[src/rtl/xor_stream_pkg.sv]
// Shared definitions for the XOR stream scrambler/descrambler pair: FSM states, defaults, keystream step.
// Combinational helpers only, no latency.
// No flow control lives here.
package xor_stream_pkg;

    typedef enum logic [1:0] {
        HUNT = 2'd0,
        SEED = 2'd1,
        DATA = 2'd2
    } state_t;

    localparam logic [7:0] SYNC_BYTE_DEFAULT = 8'hA5;
    localparam logic [7:0] LFSR_TAPS_DEFAULT = 8'h1D;
    localparam logic [7:0] LFSR_RESET        = 8'h01;

    // One Galois step; both ends of the link must agree on this exact definition.
    function automatic logic [7:0] lfsr_next(input logic [7:0] cur, input logic [7:0] taps);
        return {cur[6:0], 1'b0} ^ (cur[7] ? taps : 8'h00);
    endfunction

endpackage

[src/rtl/xor_keystream_lfsr.sv]
// 8-bit Galois keystream register: parallel seed load or single step per cycle.
// New key visible one cycle after load/step.
// Holds its value whenever neither load nor step is asserted.
module xor_keystream_lfsr
    import xor_stream_pkg::*;
#(
    parameter logic [7:0] TAPS = LFSR_TAPS_DEFAULT
) (
    input  logic       clk,
    input  logic       rst,
    input  logic       load,
    input  logic [7:0] seed,
    input  logic       step,
    output logic [7:0] key
);

    always_ff @(posedge clk or posedge rst) begin
        if (rst) begin
            key <= LFSR_RESET;
        end else if (load) begin
            key <= seed;
        end else if (step) begin
            key <= lfsr_next(key, TAPS);
        end
    end

endmodule

[src/rtl/xor_stream_descrambler.sv]
// Sync-hunting descrambler: finds SYNC_BYTE, loads the seed, XORs FRAME_LEN payload bytes with the keystream.
// One cycle from input accept to out_valid; full throughput of one byte per cycle.
// Stalled output register drops in_ready during DATA and freezes keystream and byte count.
module xor_stream_descrambler
    import xor_stream_pkg::*;
#(
    parameter logic [7:0] SYNC_BYTE = SYNC_BYTE_DEFAULT,
    parameter int         FRAME_LEN = 16,
    parameter logic [7:0] LFSR_TAPS = LFSR_TAPS_DEFAULT
) (
    input  logic       clk,
    input  logic       rst,
    input  logic [7:0] in_data,
    input  logic       in_valid,
    output logic       in_ready,
    output logic [7:0] out_data,
    output logic       out_valid,
    input  logic       out_ready,
    output logic       locked,
    output logic       frame_done,
    output logic       frame_err
);

    localparam logic [7:0] LAST_IDX = 8'(FRAME_LEN - 1);

    state_t     state;
    logic [7:0] count;
    logic [7:0] key;
    logic       accept;
    logic       seed_ok;
    logic       lfsr_load;
    logic       lfsr_step;

    // HUNT/SEED never produce output, so only DATA is subject to output backpressure.
    assign in_ready  = (state != DATA) || !out_valid || out_ready;
    assign accept    = in_valid && in_ready;
    assign seed_ok   = (in_data != 8'h00);
    assign lfsr_load = accept && (state == SEED) && seed_ok;
    assign lfsr_step = accept && (state == DATA);
    assign locked    = (state == DATA);

    xor_keystream_lfsr #(
        .TAPS (LFSR_TAPS)
    ) u_lfsr (
        .clk  (clk),
        .rst  (rst),
        .load (lfsr_load),
        .seed (in_data),
        .step (lfsr_step),
        .key  (key)
    );

    always_ff @(posedge clk or posedge rst) begin
        if (rst) begin
            state      <= HUNT;
            count      <= 8'd0;
            out_data   <= 8'd0;
            out_valid  <= 1'b0;
            frame_done <= 1'b0;
            frame_err  <= 1'b0;
        end else begin
            frame_done <= 1'b0;
            frame_err  <= 1'b0;
            if (out_valid && out_ready) begin
                out_valid <= 1'b0;
            end
            case (state)
                HUNT: begin
                    if (accept && (in_data == SYNC_BYTE)) begin
                        state <= SEED;
                    end
                end
                SEED: begin
                    if (accept) begin
                        if (seed_ok) begin
                            count <= 8'd0;
                            state <= DATA;
                        end else begin
                            // An all-zero seed would lock the keystream at zero forever.
                            frame_err <= 1'b1;
                            state     <= HUNT;
                        end
                    end
                end
                DATA: begin
                    if (accept) begin
                        out_data  <= in_data ^ key;
                        out_valid <= 1'b1;
                        count     <= count + 8'd1;
                        if (count == LAST_IDX) begin
                            frame_done <= 1'b1;
                            state      <= HUNT;
                        end
                    end
                end
                default: state <= HUNT;
            endcase
        end
    end

endmodule

[config.mk]
export PLATFORM = sky130hd
export DESIGN_NAME = xor_stream_descrambler
export DESIGN_NICKNAME = d
export VERILOG_FILES = /design/src/rtl/xor_stream_pkg.sv /design/src/rtl/xor_keystream_lfsr.sv /design/src/rtl/xor_stream_descrambler.sv
export SDC_FILE = /design/constraint.sdc
export NUM_CORES = 1
export LEC_CHECK = 0
export ABC_AREA = 1
export CAP_MARGIN = 0
export CORE_MARGIN = 5
export CORE_UTILIZATION = 53
export CTS_CLUSTER_DIAMETER = 60
export DETAILED_ROUTE_END_ITERATION = 6
export GPL_ROUTABILITY_DRIVEN = 0
export GPL_TIMING_DRIVEN = 0
export PLACE_DENSITY = 0.83
export RECOVER_POWER = 25
export SLEW_MARGIN = 0
export SYNTH_ARGS = -nofsm -noshare
export SYNTH_HDL_FRONTEND = slang
export SYNTH_SLANG_ARGS = --single-unit
[constraint.sdc]
create_clock -name clk -period 1.53 [get_ports clk]
set_input_delay 0.306 -clock clk [delete_from_list [all_inputs] [get_ports clk]]
set_output_delay 0.306 -clock clk [all_outputs]
set_load 0.1 [all_outputs]
==> results of run 1 <==
[worst max-delay path by stage]
stage / to / slack, ns / cells after the start
global placement: in_ready / -0.80 / 4
CTS: in_ready / -0.02 / 3
global route: u_lfsr.key[5] / -0.09 / 11
detailed placement: in_ready / -0.81 / 4
floorplan: state[0] / -0.29 / 6
finish: in_ready / -0.04 / 4
[Yosys cell counts, types with 2 or more instances]
cell type / n / share of area (%)
inv_1: 19 / 4.5
xor2_1: 3 / 1.7
nor2_1: 19 / 4.5
nand2_2: 2 / 0.79
o21ai_0: 11 / 3.5
inv_2: 2 / 0.47
nor3_1: 3 / 0.95
a21oi_1: 4 / 1.3
dfrtp_1: 28 / 44
xnor2_1: 8 / 4.4
buf_6: 2 / 1.4
nand3_1: 31 / 9.8
nand2_1: 59 / 14
buf_2: 3 / 0.95
[state kept, by name, summed over array words and instances (netlist names)]
register    count
count           8
frame_done      1
frame_err       1
out_data        8
out_valid       1
state           2
u_lfsr.key      8
[kinds of logic after synthesis]
| kind of cell | count (synthesis) | synth area share, % |
|---|---|---|
| buf+inv | 28 | 8.04 |
| compound gates | 15 | 4.73 |
| simple gates | 120 | 34.6 |
| xor+xnor | 11 | 6.07 |
| flops | 29 | 45.8 |
| fa+ha+maj | 1 | 0.788 |
[report_power, final]
part | internal [mW] | switching [mW]
clock | 0.174 | 0.277
combinational | 0.452 | 1.14
sequential | 1.00 | 0.212
[cell type report]
class	instances	area (um^2)	area share, %
repair buffers	36	308	14.5
clock buffers	6	41.3	1.95
multi-input cells	147	830	39.1
plain buffers	7	78.8	3.72
clock inverters	2	10.0	0.472
well taps	31	38.8	1.83
inverters	21	85.1	4.01
flip-flops and latches	29	729	34.4
[cell usage in the layout (no fill, tap or decap), types with 2 or more instances in the layout]
| cell | instances |
|---|---|
| nand2_1 | 57 |
| dfrtp_1 | 26 |
| nand3_1 | 20 |
| inv_1 | 18 |
| nor2_1 | 17 |
| buf_2 | 12 |
| nand3_2 | 10 |
| clkdlybuf4s50_1 | 10 |
| buf_4 | 10 |
| xnor2_1 | 8 |
| buf_6 | 6 |
| o21ai_1 | 6 |
| clkbuf_4 | 5 |
| nand2_2 | 4 |
| o21ai_2 | 3 |
| xor2_1 | 3 |
| nand3_4 | 2 |
| nor3_1 | 2 |
| a21oi_2 | 2 |
| nor2_2 | 2 |
| o21ai_0 | 2 |
| a21oi_1 | 2 |
| clkinv_2 | 2 |
| dfrtp_2 | 2 |
[worst min-delay path: stages, from the launching register on]
cell and delay [ns]:
dfrtp_1 0.35, nand2_1 0.05, o21ai_1 0.06
[per-stage QoR]
stage / TNS [ns] / hold WS, ns
CTS: -0.0184 / 0.496
global route: -1.17 / 0.512
global placement: -10.03 / 0.470
detailed placement: -11.67 / 0.477
floorplan: -4.52 / 0.383
finish: -0.0650 / 0.491
[what timing repair did]
action,CTS,global route
buffers inserted,6,5
resized for setup,71,11
pin swaps,2,2
setup endpoints to repair,13,15
cloned,0,1
[layer usage]
metal,vias to the layer above,global-route usage (%)
li1,737,-
met1,707,25.5
met2,45,33.2
met3,9,7.25
met4,0,7.39
met5,-,0
==> summary.txt, run 1 <==
Status
  • Status: complete, but fails checks
  • Violated checks: negative setup slack

CTS
  • CTS tree: built
  • Clk Latency, worst-skew pair: 0.35 ns
  • H-tree levels: 2
  • Root Driver: clkbuf_4
  • Clk pin slew, worst setup/hold paths: 0.10 ns
  • CTS max path bufs: 2
  • Inserted Clock Buffers: 5
  • Clock sinks: 29
  • CTS Hold Buffers Added: 0

Setup path
  • Worst setup startpoint: state[1]
  • Worst r2r src: state[1]
  • Slowest CP cell: dfrtp_1
  • FF-to-FF End: u_lfsr.key[4]
  • R2R setup slack: -0.01 ns
  • Crit. End Element: output port
  • Bufs and invs on worst path: 2
  • CP Launch Type: register
  • CP delay by family, top: flip-flops
  • Critical path's largest stage delay: 0.39 ns
  • R2R depth: 11
  • Critical path cell sequence: inv_2 > nor2_4 > nand3_4 > buf_12
  • Required @ worst endpoint: 1.22 ns
  • WP data arrival: 1.26 ns
  • Critical path class: reg2out
  • Largest fanout on the critical path: 4

Placement
  • DP HPWL: 2.73 mm
  • Dpl ws: -0.809 ns
  • DP Cell Count: 259
  • IO Port Bufs: 24
  • Area after DPL: 1970 um^2

Power and ir drop
  • Pleak: 1.09 nW
  • PD cells: 1540 nW/um^2
  • Max IR drop VDD: 0.000746 V
  • Total power draw: 3.26 mW

Drt
  • Initial DRC count: 82
  • DR pass1 iterations: 5
  • DRC: 0
  • Routed wire length on met3: 260 um
  • Post-DRT Antenna Nets: 0
  • Vias per inst: 5.37
  • Vias: 1498
  • Drt wl/cell: 14.0 um
  • Routed WL: 3.92 mm
  • Top sig layer: met4
  • WL met2: 1.93 mm
  • Met1 Wirelength: 1.66 mm

Die
  • Die width: 64.7 um
  • Initial core utilization: 56.6%
  • Die height: 64.7 um
  • Core Area: 2810 um^2
  • Die area: 4190 um^2
  • IO Pins: 25
  • Core Rows: 19

Layout
  • Nets@finish: 260
  • Core Util, Final: 75.6%
  • Diodes inserted: 0
  • Final non-filler cell total: 279
  • Fraction of layout cells with a size suffix above 1: 29.0%
  • Final instance area: 2120 um^2
  • Layout area overhead: 33.6%
  • Layout fillers: 190

Global route
  • All-layer global routing usage: 20.6%
  • Largest net degree at the start of global routing: 30
  • Global route total overflow: 0
  • Number of global-route vias before repair: 1438
  • Initial antenna violation count: 0
  • Global-route wire length before repair: 6.65 mm

Synth
  • Top FF cell, synth: dfrtp_1
  • Post-Syn Instances: 204
  • Mapped Area: 1590 um^2
  • Avg Inst Size Synth: 7.78 um^2
  • Share of synthesized flip-flops with an asynchronous set or reset: 100%
  • Post-synth EDFFs: 0
  • FF+latch count, synth: 29
  • Syn Nets: 217
  • Distinct cell type count after synthesis: 24
  • Syn. warnings: 0
  • Sequential fraction of the synthesis area: 45.8%

STA
  • Final Hold Violating Endpoints: 0
  • Relative max-transition margin: 57.1%
  • Fmax: 638 MHz
  • Worst slew pin tran: 0.642 ns
  • Final setup fails: 4
  • Skew final: 0.0176 ns
  • RSZ-0062 raised after global routing: true
  • PnR worst setup slack: -0.0380 ns
  • Max-slew violations: 0
  • Post-route clock period utilization: 102%
  • Min cycle time layout: 1.57 ns

Run
  • Maxcap violations: 0

Hold path
  • Depth of the worst hold-timing path: 2
  • WHS Endpoint: out_data[5]
  • HP Start: out_data[5]
  • Min-Delay Path Class: reg2reg
(Power assumes the default switching activity.)
==> run 2: changes to the inputs <==
--- a/config.mk
+++ b/config.mk
@@ -7,7 +7,6 @@
 export LEC_CHECK = 0
 export ABC_AREA = 1
 export CAP_MARGIN = 0
-export CORE_MARGIN = 5
 export CORE_UTILIZATION = 53
 export CTS_CLUSTER_DIAMETER = 60
 export DETAILED_ROUTE_END_ITERATION = 6
==> run 2 against run 1 <==
The flow finishes with violations (design-rule violations). Global-route usage rose by 5.0 points. Combinational power fell by 4%. Setup slack improved by 0.040 ns. Clock skew fell by 0.0066 ns. Routed wire length fell by 1.9%. Non-clock buffer count fell by 4. Highest routed layer unchanged. Via count rose by 0.93%. Utilization fell by 2.3 points. Register-to-register slack improved by 0.09 ns. Largest power group unchanged. Maximum frequency rose by 2.6%. Sequential power barely moved.
==> summary.txt, run 2 (synthesis results as in run 1) <==
Status
  • Status: complete, but fails checks
  • Violated checks: design-rule violations

Setup path
  • Worst r2r src: state[0]
  • Number of cells on the critical path: 3 (-1)
  • R2R setup slack: 0.08 ns (+0.09 ns)
  • CP delay by family, top: flip-flops
  • FF-to-FF End: u_lfsr.key[5]
  • R2R depth: 9 (-2)
  • Critical path's largest stage delay: 0.44 ns (+0.05 ns)
  • Bufs and invs on worst path: 1 (-1)
  • Critical path cell sequence: nor2_4 > nand3_4 > buf_12
  • Critical path class: reg2out
  • WP data arrival: 1.22 ns (-0.04 ns)
  • Slowest CP cell: dfrtp_2
  • Crit. End Element: output port
  • Largest fanout on the critical path: 4 (unchanged)
  • CP Launch Type: register
  • Required @ worst endpoint: 1.22 ns (about the same)

Power and ir drop
  • Combinational fraction of design power: 47.1% (-1.8 points)
  • Internal power: 1.64 mW (+0.76%)
  • PD cells: 1560 nW/um^2 (+1.7%)
  • NetSw: 1.58 mW (-3.5%)
  • Reg power frac: 37.6% (+0.3 points)
  • Clock power frac: 15.3% (+1.5 points)
  • Max IR drop VDD: 0.00101 V (+36%)
  • Pleak: 1.06 nW (-2.9%)
  • Switching share of power: 48.9% (-1.1 points)

Drt
  • Drt wl/cell: 14.0 um (-0.44%)
  • Routed WL: 3.85 mm (-1.9%)
  • Vias: 1512 (+0.93%)
  • DR pass1 iterations: 6 (+1)
  • Vias per inst: 5.50 (+2.4%)
  • Post-DRT Antenna Nets: 0 (unchanged)
  • DRC: 4 (+4)
  • Initial DRC count: 74 (-9.8%)

CTS
  • CTS tree: built
  • Clock sinks: 29 (unchanged)
  • H-tree levels: 2 (unchanged)
  • Root Driver: clkbuf_4
  • Inserted Clock Buffers: 5 (unchanged)
  • Clk Latency, worst-skew pair: 0.33 ns (-0.02 ns)
  • Clk pin slew, worst setup/hold paths: 0.10 ns (about the same)
  • CTS Hold Buffers Added: 0 (unchanged)
  • CTS max path bufs: 2 (unchanged)

STA
  • Final setup TNS: 0 ns (+0.0650 ns)
  • Final setup fails: 0 (-4)
  • Worst slew pin tran: 0.625 ns (-0.0173 ns)
  • Max-slew violations: 0 (unchanged)
  • Final Hold Violating Endpoints: 0 (unchanged)
  • Skew final: 0.0110 ns (-0.00663 ns)
  • Min cycle time layout: 1.53 ns (-0.0401 ns)
  • Post-route clock period utilization: 99.9% (-2.6 points)
  • Relative max-transition margin: 58.3% (+1.2 points)
  • Fmax: 654 MHz (+2.6%)
  • RSZ-0062 raised after global routing: true

Layout
  • Final non-filler cell total: 275 (-1.4%)
  • Biggest registers after layout: count (8), out_data (8), u_lfsr.key (8)
  • Most common cell after layout, fill and taps aside: nand2_1
  • Area of the multi-input gates: 816 um^2 (-1.7%)
  • Most frequent cells in the layout: 58 x nand2_1, 26 x dfrtp_1, 20 x nand3_1
  • Diodes inserted: 0 (unchanged)
  • Layout area overhead: 29.6%
  • Fraction of layout cells with a size suffix above 1: 25.8% (-3.2 points)
  • Layout fillers: 220 (+16%)
  • Nets@finish: 256 (-1.5%)
  • Register area: 729 um^2 (unchanged)

Global route
  • Met3 GRT Util: 7.37% (+0.12 points)
  • Most used routing layer: met2
  • Global route total overflow: 0 (unchanged)
  • Global-route wire length before repair: 6.13 mm (-7.9%)
  • GR Util met1: 31.2% (+5.7 points)
  • All-layer global routing usage: 25.5% (+5.0 points)
  • Number of global-route vias before repair: 1385 (-3.7%)
  • Largest net degree at the start of global routing: 30 (unchanged)
  • Initial antenna violation count: 0 (unchanged)
  • GRT met2 Usage: 41.5% (+8.3 points)

Hold path
  • HP Start: out_data[7]
  • Depth of the worst hold-timing path: 2 (unchanged)
  • Min-Delay Path Class: reg2reg
  • WHS Endpoint: out_data[7]

Die
  • IO Pins: 25 (unchanged)
  • Die area: 3220 um^2 (-23%)
  • Initial core utilization: 56.6% (unchanged)
  • Core Area: 2810 um^2 (unchanged)
  • Die height: 56.7 um (-12%)
  • Die width: 56.7 um (-12%)
  • Core Rows: 19 (unchanged)

Placement
  • IO Port Bufs: 24 (unchanged)
  • DP Cell Count: 259 (unchanged)
  • DP HPWL: 2.61 mm (-4.3%)

Run
  • Maxcap violations: 0 (unchanged)
-- run 2: cell types whose count changed in the layout (fill, tap and decap cells not counted), sizes merged --
cell,before,now
clkinv,2,0
clkbuf,8,9
buf,30,27
-- run 2: tightest hold or removal path, cell delays in order, from the launching register on --
cell and delay [ns]:
dfrtp_1 0.34, nand2_1 0.05, o21ai_1 0.06
-- run 2: worst max-delay path by stage --
| stage | from | end | slack, ns |
|---|---|---|---|
| floorplan | state[0] | state[0] | -0.29 |
| global placement | out_ready | in_ready | -0.79 |
| detailed placement | out_ready | in_ready | -0.81 |
| CTS | state[0] | in_ready | -0.01 |
| global route | state[1] | in_ready | -0.05 |
| finish | state[0] | in_ready | 0.002 |
-- run 2: per-layer routing --
| layer | wire, um | share of wire, % | vias to the layer above |
|---|---|---|---|
| met2 | 1890 | 49 | 46 |
| met5 | 0 | 0 | - |
| li1 | - | - | 721 |
| met4 | 112 | 2.9 | 0 |
| met3 | 197 | 5.1 | 14 |
| met1 | 1650 | 43 | 731 |
-- run 2: cell type report --
class                   instances  area share (%)
flip-flops and latches         29            35.5
multi-input cells             147            39.7
well taps                      31            1.89
inverters                      21            4.01
plain buffers                   7            3.65
repair buffers                 32            12.5
clock buffers                   8            2.86
-- run 2: repair_timing --
item	CTS	global route
pin swaps	2	1
gates resized for setup	66	8
endpoints found under the setup margin	13	20
setup buffers	4	4
endpoints found under the hold margin	0	0
-- run 2: power groups by stage --
stage / Combinational [mW] / Sequential, mW / Clock (mW)
6_report: 1.52 / 1.21 / 0.492
5_1_grt: 1.61 / 1.25 / 0.535
4_1_cts: 1.53 / 1.21 / 0.500
3_5_place_dp: 1.57 / 1.23 / 0
3_3_place_gp: 1.54 / 1.21 / 0
2_1_floorplan: 0.600 / 1.84 / 0
-- run 2: through the flow --
stage,util [%],setup slack (ns),hold slack (ns),cell area [um^2],total power [mW]
after global placement,70.4,-0.794,0.470,1970,2.75
after detailed placement,70.4,-0.812,0.477,1970,2.80
after CTS,73.0,-0.0141,0.498,2050,3.25
after global routing,73.3,-0.0545,0.529,2060,3.40
final,73.3,0.00208,0.491,2060,3.22
after floorplan,-,-0.291,0.383,1700,2.44
==> run 3: changes to the inputs <==
--- a/config.mk
+++ b/config.mk
@@ -12,6 +12,7 @@
 export DETAILED_ROUTE_END_ITERATION = 6
 export GPL_ROUTABILITY_DRIVEN = 0
 export GPL_TIMING_DRIVEN = 0
+export MAX_ROUTING_LAYER = met4
 export PLACE_DENSITY = 0.83
 export RECOVER_POWER = 25
 export SLEW_MARGIN = 0
==> run 3 against run 2 <==
The flow still finishes with violations (design-rule violations). Clock skew barely moved. Clock-buffer cell count is the same. Setup slack better by 0.0038 ns. Maximum frequency grew 0.25%. Utilization did not move. Critical path type unchanged. Largest cell class unchanged.
==> summary.txt, run 3 (synthesis results as in run 1) <==
Drt
  • Routed WL: 3.85 mm (+0.21%)
  • DRC: 4 (unchanged)
  • Initial DRC count: 79 (+6.8%)
  • DR pass1 iterations: 6 (unchanged)
  • Drt wl/cell: 14.0 um (+0.21%)
  • Vias: 1517 (+0.33%)
  • Post-DRT Antenna Nets: 0 (unchanged)
  • Vias per inst: 5.52 (+0.33%)

Run
  • Maxcap violations: 0 (unchanged)

CTS
  • Inserted Clock Buffers: 5 (unchanged)
  • H-tree levels: 2 (unchanged)
  • CTS tree: built
  • CTS max path bufs: 2 (unchanged)
  • Root Driver: clkbuf_4
  • Clk Latency, worst-skew pair: 0.33 ns (about the same)
  • Clk pin slew, worst setup/hold paths: 0.10 ns (about the same)
  • Clock sinks: 29 (unchanged)
  • CTS Hold Buffers Added: 0 (unchanged)

Hold path
  • Min-Delay Path Class: reg2reg

Global route
  • All-layer global routing usage: 26.3% (+0.72 points)
  • Largest net degree at the start of global routing: 30 (unchanged)
  • Number of global-route vias before repair: 1381 (-0.29%)
  • Initial antenna violation count: 0 (unchanged)
  • Global-route wire length before repair: 6.13 mm (unchanged)
  • Global route total overflow: 0 (unchanged)

Setup path
  • CP Launch Type: register
  • Required @ worst endpoint: 1.22 ns (about the same)
  • Largest fanout on the critical path: 4 (unchanged)
  • Critical path class: reg2out
  • WP data arrival: 1.22 ns (about the same)
  • Crit. End Element: output port

Layout
  • Layout fillers: 220 (unchanged)
  • Fraction of layout cells with a size suffix above 1: 25.8% (unchanged)
  • Final instance area: 2060 um^2 (unchanged)
  • Most frequent cells in the layout: 58 x nand2_1, 26 x dfrtp_1, 20 x nand3_1
  • Layout area overhead: 29.6% (unchanged)
  • Diodes inserted: 0 (unchanged)
  • Most common cell after layout, fill and taps aside: nand2_1
  • Final non-filler cell total: 275 (unchanged)
  • Nets@finish: 256 (unchanged)
  • Biggest registers after layout: count (8), out_data (8), u_lfsr.key (8)

Placement
  • DP Cell Count: 259 (unchanged)
  • IO Port Bufs: 24 (unchanged)
  • DP HPWL: 2.61 mm (unchanged)
  • Dpl ws: -0.812 ns (unchanged)
  • Area after DPL: 1970 um^2 (unchanged)

Status
  • Status: complete, but fails checks
  • Violated checks: design-rule violations

Die
  • IO Pins: 25 (unchanged)
  • Die area: 3220 um^2 (unchanged)
  • Initial core utilization: 56.6% (unchanged)
  • Core Rows: 19 (unchanged)
  • Die height: 56.7 um (unchanged)
  • Core Area: 2810 um^2 (unchanged)
  • Die width: 56.7 um (unchanged)

Power and ir drop
  • Max IR drop VDD: 0.00101 V (about the same)
  • PD cells: 1560 nW/um^2 (about the same)
  • Pleak: 1.06 nW (unchanged)

STA
  • Final Hold Violating Endpoints: 0 (unchanged)
  • Fmax: 656 MHz (+0.25%)
  • PnR worst setup slack: 0.00586 ns (+0.00378 ns)
  • RSZ-0062 raised after global routing: true
  • Hold slack: 0.491 ns (+0.000731 ns)
  • Skew final: 0.0107 ns (-0.000288 ns)
  • Worst slew pin tran: 0.635 ns (+0.0101 ns)
  • Relative max-transition margin: 57.6% (-0.67 points)
  • Post-route clock period utilization: 99.6% (-0.25 points)
  • Final setup fails: 0 (unchanged)
  • Max-slew violations: 0 (unchanged)
  • Min cycle time layout: 1.52 ns (-0.00378 ns)
==> run 3: cell counts in the layout (fill, tap and decap cells not counted) <==
No cell type changed its count.
==> run 3: path summary, 6_finish.rpt <==
check                           cells after the start  slack [ns]             to        start
worst max-delay path                                3       0.006       in_ready     state[0]
worst min-delay path                                2        0.49    out_data[7]  out_data[7]
min in group asynchronous                           2        0.54      out_valid          rst
max in group asynchronous                           2        0.60  u_lfsr.key[0]          rst
worst max register to register                      9        0.08  u_lfsr.key[5]     state[0]
worst min register to register                      2        0.49    out_data[7]  out_data[7]
==> run 3: critical path, stage by stage (launching register included) <==
cell and delay (ns):
dfrtp_2 0.44, nor2_4 0.18, nand3_4 0.10, buf_12 0.18
==> run 3: cell type report <==
type                    count  area (um^2)  share of cell area (%)
repair buffers             32          256                    12.5
clock buffers               8         58.8                    2.86
plain buffers               7         75.1                    3.65
flip-flops and latches     29          729                    35.5
well taps                  31         38.8                    1.89
multi-input cells         147          816                    39.7
inverters                  21         82.6                    4.01
==> run 3: repair_timing <==
action / 4_1_cts / 5_1_grt
gates resized for setup: 66 / 8
setup endpoints to repair: 13 / 20
buffers inserted: 4 / 4
cloned: 0 / 0
pin swaps: 2 / 1
hold endpoints to repair: 0 / 0
==> run 3: layer usage <==
| metal | vias to the layer above | routed length, um | track usage [%] | share of wire [%] |
|---|---|---|---|---|
| met4 | 0 | 92 | 12.2 | 2.4 |
| met3 | 11 | 293 | 7.37 | 7.6 |
| met5 | - | 0 | - | 0 |
| met1 | 720 | 1580 | 31.2 | 41 |
| met2 | 60 | 1880 | 41.5 | 49 |
| li1 | 726 | - | - | - |
==> run 3: report_power, final <==
part | internal [mW] | leakage [nW] | switching [mW] | total (mW)
combinational | 0.412 | 0.663 | 1.10 | 1.52
sequential | 1.00 | 0.362 | 0.208 | 1.21
clock | 0.227 | 0.0326 | 0.262 | 0.488
==> run 3: through the flow <==
step | TNS, ns | power, mW | utilization [%]
after CTS | -0.0141 | 3.25 | 73.0
after global placement | -10.01 | 2.75 | 70.4
after floorplan | -4.52 | 2.44 | -
after detailed placement | -11.79 | 2.80 | 70.4
final | 0 | 3.22 | 73.3
after global routing | -0.0819 | 3.40 | 73.3
